[src/rtl/fifo_rd_cntrl.sv]
// Read-side controller of an asynchronous FIFO: Gray/binary read pointer, registered output stage.
// Optional occupancy output LEVEL is built when FIFO_RD_LEVEL_EN is defined.
module fifo_rd_cntrl #(
    parameter int unsigned DATA_WIDTH = 8,
    parameter int unsigned ADDR_WIDTH = 3
) (
    input  logic                  R_CLK,
    input  logic                  R_RST,
    input  logic [ADDR_WIDTH:0]   RQ2_WPTR,
    input  logic [DATA_WIDTH-1:0] MEM_R_DATA,
    input  logic                  RD_READY,
    output logic [ADDR_WIDTH-1:0] R_ADDR,
    output logic [ADDR_WIDTH:0]   GRAY_RD_PTR,
    output logic [DATA_WIDTH-1:0] RD_DATA,
    output logic                  RD_VALID,
    output logic                  EMPTY
`ifdef FIFO_RD_LEVEL_EN
    ,
    output logic [ADDR_WIDTH:0]   LEVEL
`endif
);

    logic [ADDR_WIDTH:0]   rbin_q, rbin_d;
    logic [ADDR_WIDTH:0]   gray_q, gray_d;
    logic [DATA_WIDTH-1:0] rd_data_q, rd_data_d;
    logic                  rd_valid_q, rd_valid_d;
    logic                  fetch;

    assign EMPTY = (gray_q == RQ2_WPTR);
    // Refill the output stage whenever it is free or being consumed this cycle.
    assign fetch = !EMPTY && (!rd_valid_q || RD_READY);

    always_comb begin
        rbin_d     = rbin_q;
        rd_data_d  = rd_data_q;
        rd_valid_d = rd_valid_q;
        if (fetch) begin
            rbin_d     = rbin_q + 1'b1;
            rd_data_d  = MEM_R_DATA;
            rd_valid_d = 1'b1;
        end else if (rd_valid_q && RD_READY) begin
            rd_valid_d = 1'b0;
        end
        gray_d = (rbin_d >> 1) ^ rbin_d;
    end

    always_ff @(posedge R_CLK or negedge R_RST) begin
        if (!R_RST) begin
            rbin_q     <= '0;
            gray_q     <= '0;
            rd_data_q  <= '0;
            rd_valid_q <= 1'b0;
        end else begin
            rbin_q     <= rbin_d;
            gray_q     <= gray_d;
            rd_data_q  <= rd_data_d;
            rd_valid_q <= rd_valid_d;
        end
    end

    assign R_ADDR      = rbin_q[ADDR_WIDTH-1:0];
    assign GRAY_RD_PTR = gray_q;
    assign RD_DATA     = rd_data_q;
    assign RD_VALID    = rd_valid_q;

`ifdef FIFO_RD_LEVEL_EN
    logic [ADDR_WIDTH:0] wbin;

    // Each binary bit is the XOR of all Gray bits at and above it.
    always_comb begin
        wbin = '0;
        for (int i = 0; i <= int'(ADDR_WIDTH); i++) begin
            wbin[i] = ^(RQ2_WPTR >> i);
        end
    end

    assign LEVEL = (wbin - rbin_q) + {{ADDR_WIDTH{1'b0}}, rd_valid_q};
`endif

endmodule

[config.mk]
export PLATFORM = sky130hd
export DESIGN_NAME = fifo_rd_cntrl
export DESIGN_NICKNAME = d
export VERILOG_FILES = /design/src/rtl/fifo_rd_cntrl.sv
export SDC_FILE = /design/constraint.sdc
export NUM_CORES = 1
export LEC_CHECK = 0
export BUFFER_PORTS_ARGS = -buffer_cell sky130_fd_sc_hd__buf_4
export CORE_MARGIN = 1
export CORE_UTILIZATION = 49
export DETAILED_ROUTE_END_ITERATION = 8
export HOLD_SLACK_MARGIN = 0.06
export PLACE_DENSITY = 0.81
export SLEW_MARGIN = 20
export SYNTH_ARGS = -nofsm -noshare
export SYNTH_HDL_FRONTEND = slang
export SYNTH_SLANG_ARGS = --single-unit
[constraint.sdc]
create_clock -name R_CLK -period 2.3 [get_ports R_CLK]
set_input_delay 0.345 -clock R_CLK [delete_from_list [all_inputs] [get_ports R_CLK]]
set_output_delay 0.345 -clock R_CLK [all_outputs]
set_load 0.005 [all_outputs]
==> impl_metrics.py, run 1 <==
metrics = {
    "clocking": {
        "ctsHoldBuffers": 1,
        "cts_buffers": 3,
        "cts_tree": "yes",
        "post_cts_resize_count": 0,
        "cts.clk_slew.worst_paths_ps": 90,
        "cts_root_buf": "clkbuf_4",
        "clockBufferDepth": 2,
        "cts_setup_buffers": 0,
        "clock_latency_ps": 280,
        "htree_levels": 1,
        "cts_sinks": 16,
    },
    "power": {
        "p_leak_nw": 0.489,
        "max-vdd-ir-drop_v": 0.000707,
        "total_power_mw": 1.32,
        "power.density_nw_per_um2": 1250,
    },
    "worst_setup_path": {
        "crit_required_ps": 1960,
        "critical_path.max_fanout": 6,
        "cp.arrival_ps": 1520,
        "crit_path_end_kind": "output port",
        "worstSetupPathType": "reg -> out",
        "cp-start-kind": "flop",
    },
    "grt": {
        "grt_pass1_wl_um": 2480,
        "grt-ovfl-total": 0,
        "grt_pass1_vias": 579,
        "grt_use_total": 0.191,
        "grt_max_degree": 17,
        "grt_antenna_before_repair": 0,
    },
    "logic_synthesis": {
        "syn_inst": 58,
        "synth_edf_count": 0,
        "ys_types": 18,
        "synth_area_sq_um": 787,
        "synth_top_area_share": 0.509,
        "mappedNetlistNets": 74,
        "yosysWarnings": 0,
        "yosysMostFrequentCell": "dfrtp_1",
        "synth.area.top_cells": "dfrtp_1, mux2_2, xnor2_1",
        "yosys.area.top_type": "dfrtp_1",
        "seq_area_frac_synth": 0.509,
        "avgSynthCellArea_sq_um": 13.6,
        "ys_async_sr_fraction": 1.00,
        "yosys-top-cells-count": "dfrtp_1, mux2_2, xnor2_1",
        "ys.flop_type": "dfrtp_1",
        "ys_ff_latch": 16,
    },
    "timing": {
        "rsz0062_at_grt": "false",
        "fin_crit_sh": 0.811,
        "tns_ps": 0,
        "fin_crit_ps": 1870,
        "timing.hold.ws_ps": 287,
        "finClkSkew_ps": 8.89,
        "setup_viol": 0,
        "finalMaxSlewViolations": 0,
        "worst_slack_ps": 434,
        "max_slew_margin": 0.580,
        "worstMarginPinSlew_ps": 628,
        "timing_hold_violations_final": 0,
        "fmax_ghz": 0.536,
    },
    "drt": {
        "drt-initial-drc-count": 13,
        "first_pass_iters": 4,
        "drt_wl_total_um": 1470,
        "antenna_left": 0,
        "wire_per_inst_um": 13.6,
        "vias_per_cell": 5.36,
        "dr_total_vias": 579,
        "remaining_drc_errors": 0,
    },
    "floorplanning": {
        "dieArea_sq_um": 1770,
        "rows": 14,
        "die_h_um": 42.1,
        "die_w_um": 42.1,
        "initial_core_util": 0.522,
        "io_pins": 32,
        "coreArea_sq_um": 1510,
    },
    "layout": {
        "fillers": 124,
        "fin_area_sq_um": 1060,
        "areaGrowthSynthToFinish_pct": 34.8,
        "final_util": 0.704,
        "fin_nets": 110,
        "multi_input_area_sq_um": 364,
        "fin_cells": 108,
        "layout-drive-gt1-share": 0.511,
        "antenna_cells": 0,
        "seq_area_sq_um": 400,
    },
    "job": {
        "drv_cap": 0,
    },
    "place": {
        "place_inst": 104,
        "post-place-ws_ps": 514,
        "place_area_sq_um": 1030,
        "place_hpwl_um": 1150,
        "place_congestion": 0.699,
        "portBuffers": 31,
    },
    "status": {
        "status": "complete, no violations",
    },
    "min_path": {
        "hold_class": "in -> reg",
    },
}
==> cell type report <==
class,count,area share
Sequential cell,16,0.377
Tap cell,16,0.0189
Clock buffer,3,0.0212
Multi-Input combinational cell,38,0.343
Inverter,3,0.0106
Timing Repair Buffer,32,0.229
==> registers in the layout, indices dropped and copies added, names as in the netlist <==
| register | flops |
|---|---|
| RD_DATA | 8 |
| GRAY_RD_PTR | 4 |
| RD_VALID | 1 |
| rbin_q | 3 |
==> final timing paths <==
check | startpoint | to | slack (ps) | depth (start not counted)
min in group asynchronous | R_RST | RD_DATA[7] | 450 | 2
setup reg to reg | GRAY_RD_PTR[3] | GRAY_RD_PTR[1] | 520 | 4
setup / recovery | GRAY_RD_PTR[3] | EMPTY | 430 | 4
hold / removal | MEM_R_DATA[6] | RD_DATA[6] | 290 | 2
hold reg to reg | RD_DATA[1] | RD_DATA[1] | 520 | 1
max in group asynchronous | R_RST | GRAY_RD_PTR[3] | 1670 | 2
==> routing by layer <==
metal	GRT usage	share of wire	up-vias
met1	0.221	0.39	276
li1	-	-	274
met4	0.0938	0.020	0
met3	0.0560	0.061	4
met5	0	0	-
met2	0.322	0.52	25
==> placed cells by master, fill, tap and decap left out, types with 2 or more instances in the layout <==
cell,instances
mux2_2,10
dfrtp_1,16
xnor2_1,8
clkbuf_4,3
mux2i_1,2
nand4_1,3
inv_1,3
nand2_1,4
buf_4,31
xor2_1,2
==> critical path, stage by stage (launching register included) <==
cell and delay, ps:
dfrtp_1 450, xnor2_1 320, nand4_1 220, inv_1 140, buf_4 120
==> where the power goes <==
group / switching, mW / total, mW / leakage (nW) / internal, mW
clock: 0.0798 / 0.141 / 0.0138 / 0.0607
combinational: 0.278 / 0.664 / 0.290 / 0.387
sequential: 0.124 / 0.520 / 0.184 / 0.396
total: 0.481 / 1.32 / 0.489 / 0.843
==> kinds of logic (layout without fill, tap and decap cells) <==
logic type | Yosys count | after routing | synth area share
and+or+nand+nor | 12 | 12 | 0.108
adders and majority gates | 1 | 1 | 0.0159
xor gates and xnor gates | 10 | 10 | 0.111
muxes | 12 | 12 | 0.169
buffers and inverters | 4 | 38 | 0.0286
DFF | 16 | 16 | 0.509
AOI/OAI and AO/OA | 3 | 3 | 0.0588
(Power assumes the default switching activity.)
==> run 2: changes to the inputs <==
- CORE_ASPECT_RATIO: unset -> 1.25
- CORE_UTILIZATION: 49 -> 46
- PLACE_DENSITY: 0.81 -> 0.77
- clock period: 2.3 -> 1.8 ns (I/O delays scaled with it)
==> impl_metrics.py, run 2 (synthesized netlist as in run 1, its figures left out) <==
metrics = {
    "floorplanning": {
        "io_pins": 32,
        "dieArea_sq_um": 1880,
        "initial_core_util": 0.498,
        "die_w_um": 39.0,
        "die_h_um": 48.2,
        "rows": 16,
        "coreArea_sq_um": 1580,
    },
    "timing": {
        "timing.hold.ws_ps": 201,
        "fmax_ghz": 0.584,
        "finalMaxSlewViolations": 0,
        "max_slew_margin": 0.783,
        "fin_crit_sh": 0.952,
        "tns_ps": 0,
        "timing_hold_violations_final": 0,
        "worstMarginPinSlew_ps": 324,
        "worst_slack_ps": 87.3,
        "rsz0062_at_grt": "false",
        "fin_crit_ps": 1710,
        "setup_viol": 0,
        "finClkSkew_ps": 10.0,
    },
    "worst_setup_path": {
        "critical_path.max_fanout": 6,
        "ff2ff_setup_slack_ps": 240,
        "crit_required_ps": 1530,
        "cpMaxStageDelayCell": "dfrtp_1",
        "crit_path_end_kind": "output port",
        "critPathMaxStageDelay_ps": 480,
        "worstPathBufferInverterCount": 2,
        "cp.arrival_ps": 1440,
        "cp_cell_sequence": "xnor2_2 -> nand4_1 -> inv_1 -> buf_4",
        "cp-start-kind": "flop",
        "worstSetupPathType": "reg -> out",
        "crit_family": "flip-flops",
    },
    "drt": {
        "vias_per_cell": 5.21,
        "drt-initial-drc-count": 12,
        "dr_total_vias": 594,
        "wire_per_inst_um": 12.7,
        "remaining_drc_errors": 0,
        "antenna_left": 0,
        "first_pass_iters": 4,
        "drt_wl_total_um": 1450,
    },
    "clocking": {
        "cts_root_buf": "clkbuf_4",
        "clock_latency_ps": 290,
        "cts_tree": "yes",
        "htree_levels": 1,
        "cts_sinks": 16,
        "clockBufferDepth": 2,
        "cts.clk_slew.worst_paths_ps": 100,
        "cts_buffers": 3,
    },
    "layout": {
        "antenna_cells": 0,
        "layout-drive-gt1-share": 0.563,
        "layout_commonest_cell": "buf_4",
        "final_util": 0.718,
        "largest_reg_flops": 8,
        "fin_nets": 113,
        "areaGrowthSynthToFinish_pct": 44.2,
        "final_cell_mix": "buf_4, dfrtp_1, mux2_2, xnor2_1, nand2_1",
    },
    "grt": {
        "grt-ovfl-total": 0,
        "grt_pass1_wl_um": 2230,
        "grt_pass1_vias": 537,
        "grt_antenna_before_repair": 0,
        "grt_use_total": 0.181,
        "grt_max_degree": 17,
    },
    "place": {
        "portBuffers": 31,
        "place_congestion": 0.746,
        "place_hpwl_um": 1090,
        "post-place-ws_ps": 236,
    },
    "power": {
        "combPwrFrac": 0.526,
        "seq_power_share": 0.344,
        "p_leak_nw": 0.531,
        "power.density_nw_per_um2": 1620,
        "switching_share": 0.350,
        "max-vdd-ir-drop_v": 0.000911,
        "p_switching_uw": 643,
        "total_power_mw": 1.84,
        "pwr-share-clk": 0.130,
        "p_int_mw": 1.20,
    },
    "job": {
        "drv_cap": 0,
    },
    "status": {
        "status": "complete, no violations",
    },
    "min_path": {
        "hold_class": "in -> reg",
    },
}
==> run 2: cell count changes in the layout (fill, tap and decap cells not counted), sizes merged <==
cell / before / now
buf: 31 / 34
clkbuf: 3 / 4
==> run 2: final timing paths <==
kind / to / cells after the start / from
max: EMPTY / 4 / GRAY_RD_PTR[3]
max reg2reg: GRAY_RD_PTR[0] / 5 / GRAY_RD_PTR[3]
min reg2reg: RD_DATA[1] / 1 / RD_DATA[1]
min: RD_DATA[6] / 2 / MEM_R_DATA[6]
min in group asynchronous: GRAY_RD_PTR[2] / 2 / R_RST
max in group asynchronous: RD_DATA[5] / 2 / R_RST
==> run 2: metrics by stage <==
stage | cell area [sq um] | std cells
after floorplan | 787 | 58
after global placement | 1070 | 109
after detailed placement | 1070 | 109
after CTS | 1120 | 114
after global routing | 1130 | 114
final | 1130 | 114
==> run 2: cell type report <==
type	instances	area (sq um)
fillers	126	447
flip-flops and latches	16	400
multi-input cells	38	387
repair buffers	35	278
clock buffers	4	36.3
well taps	18	22.5
inverters	3	11.3
==> run 2: layer usage <==
metal  vias to the layer above  GRT usage  routed length, um  part of all wire
met5                         -          0                  0                 0
met2                        28      0.297                758              0.52
met1                       280      0.211                555              0.38
li1                        281          -                  -                 -
met3                         5     0.0548                107             0.074
met4                         0      0.103                 31             0.021
==> run 2: repair_timing <==
action                                 CTS  global route
hold buffers                             1             0
resized for setup                        1             2
buffers inserted                         0             0
setup endpoints to repair                1             1
pin swaps                                0             0
endpoints found under the hold margin   16             0
==> run 2: power by group through the flow <==
stage | registers [mW] | logic [mW] | clock network, mW
global route | 0.653 | 1.06 | 0.260
finish | 0.633 | 0.967 | 0.239
CTS | 0.628 | 0.963 | 0.243
global placement | 0.623 | 0.918 | 0
detailed placement | 0.632 | 0.950 | 0
floorplan | 0.667 | 0.517 | 0
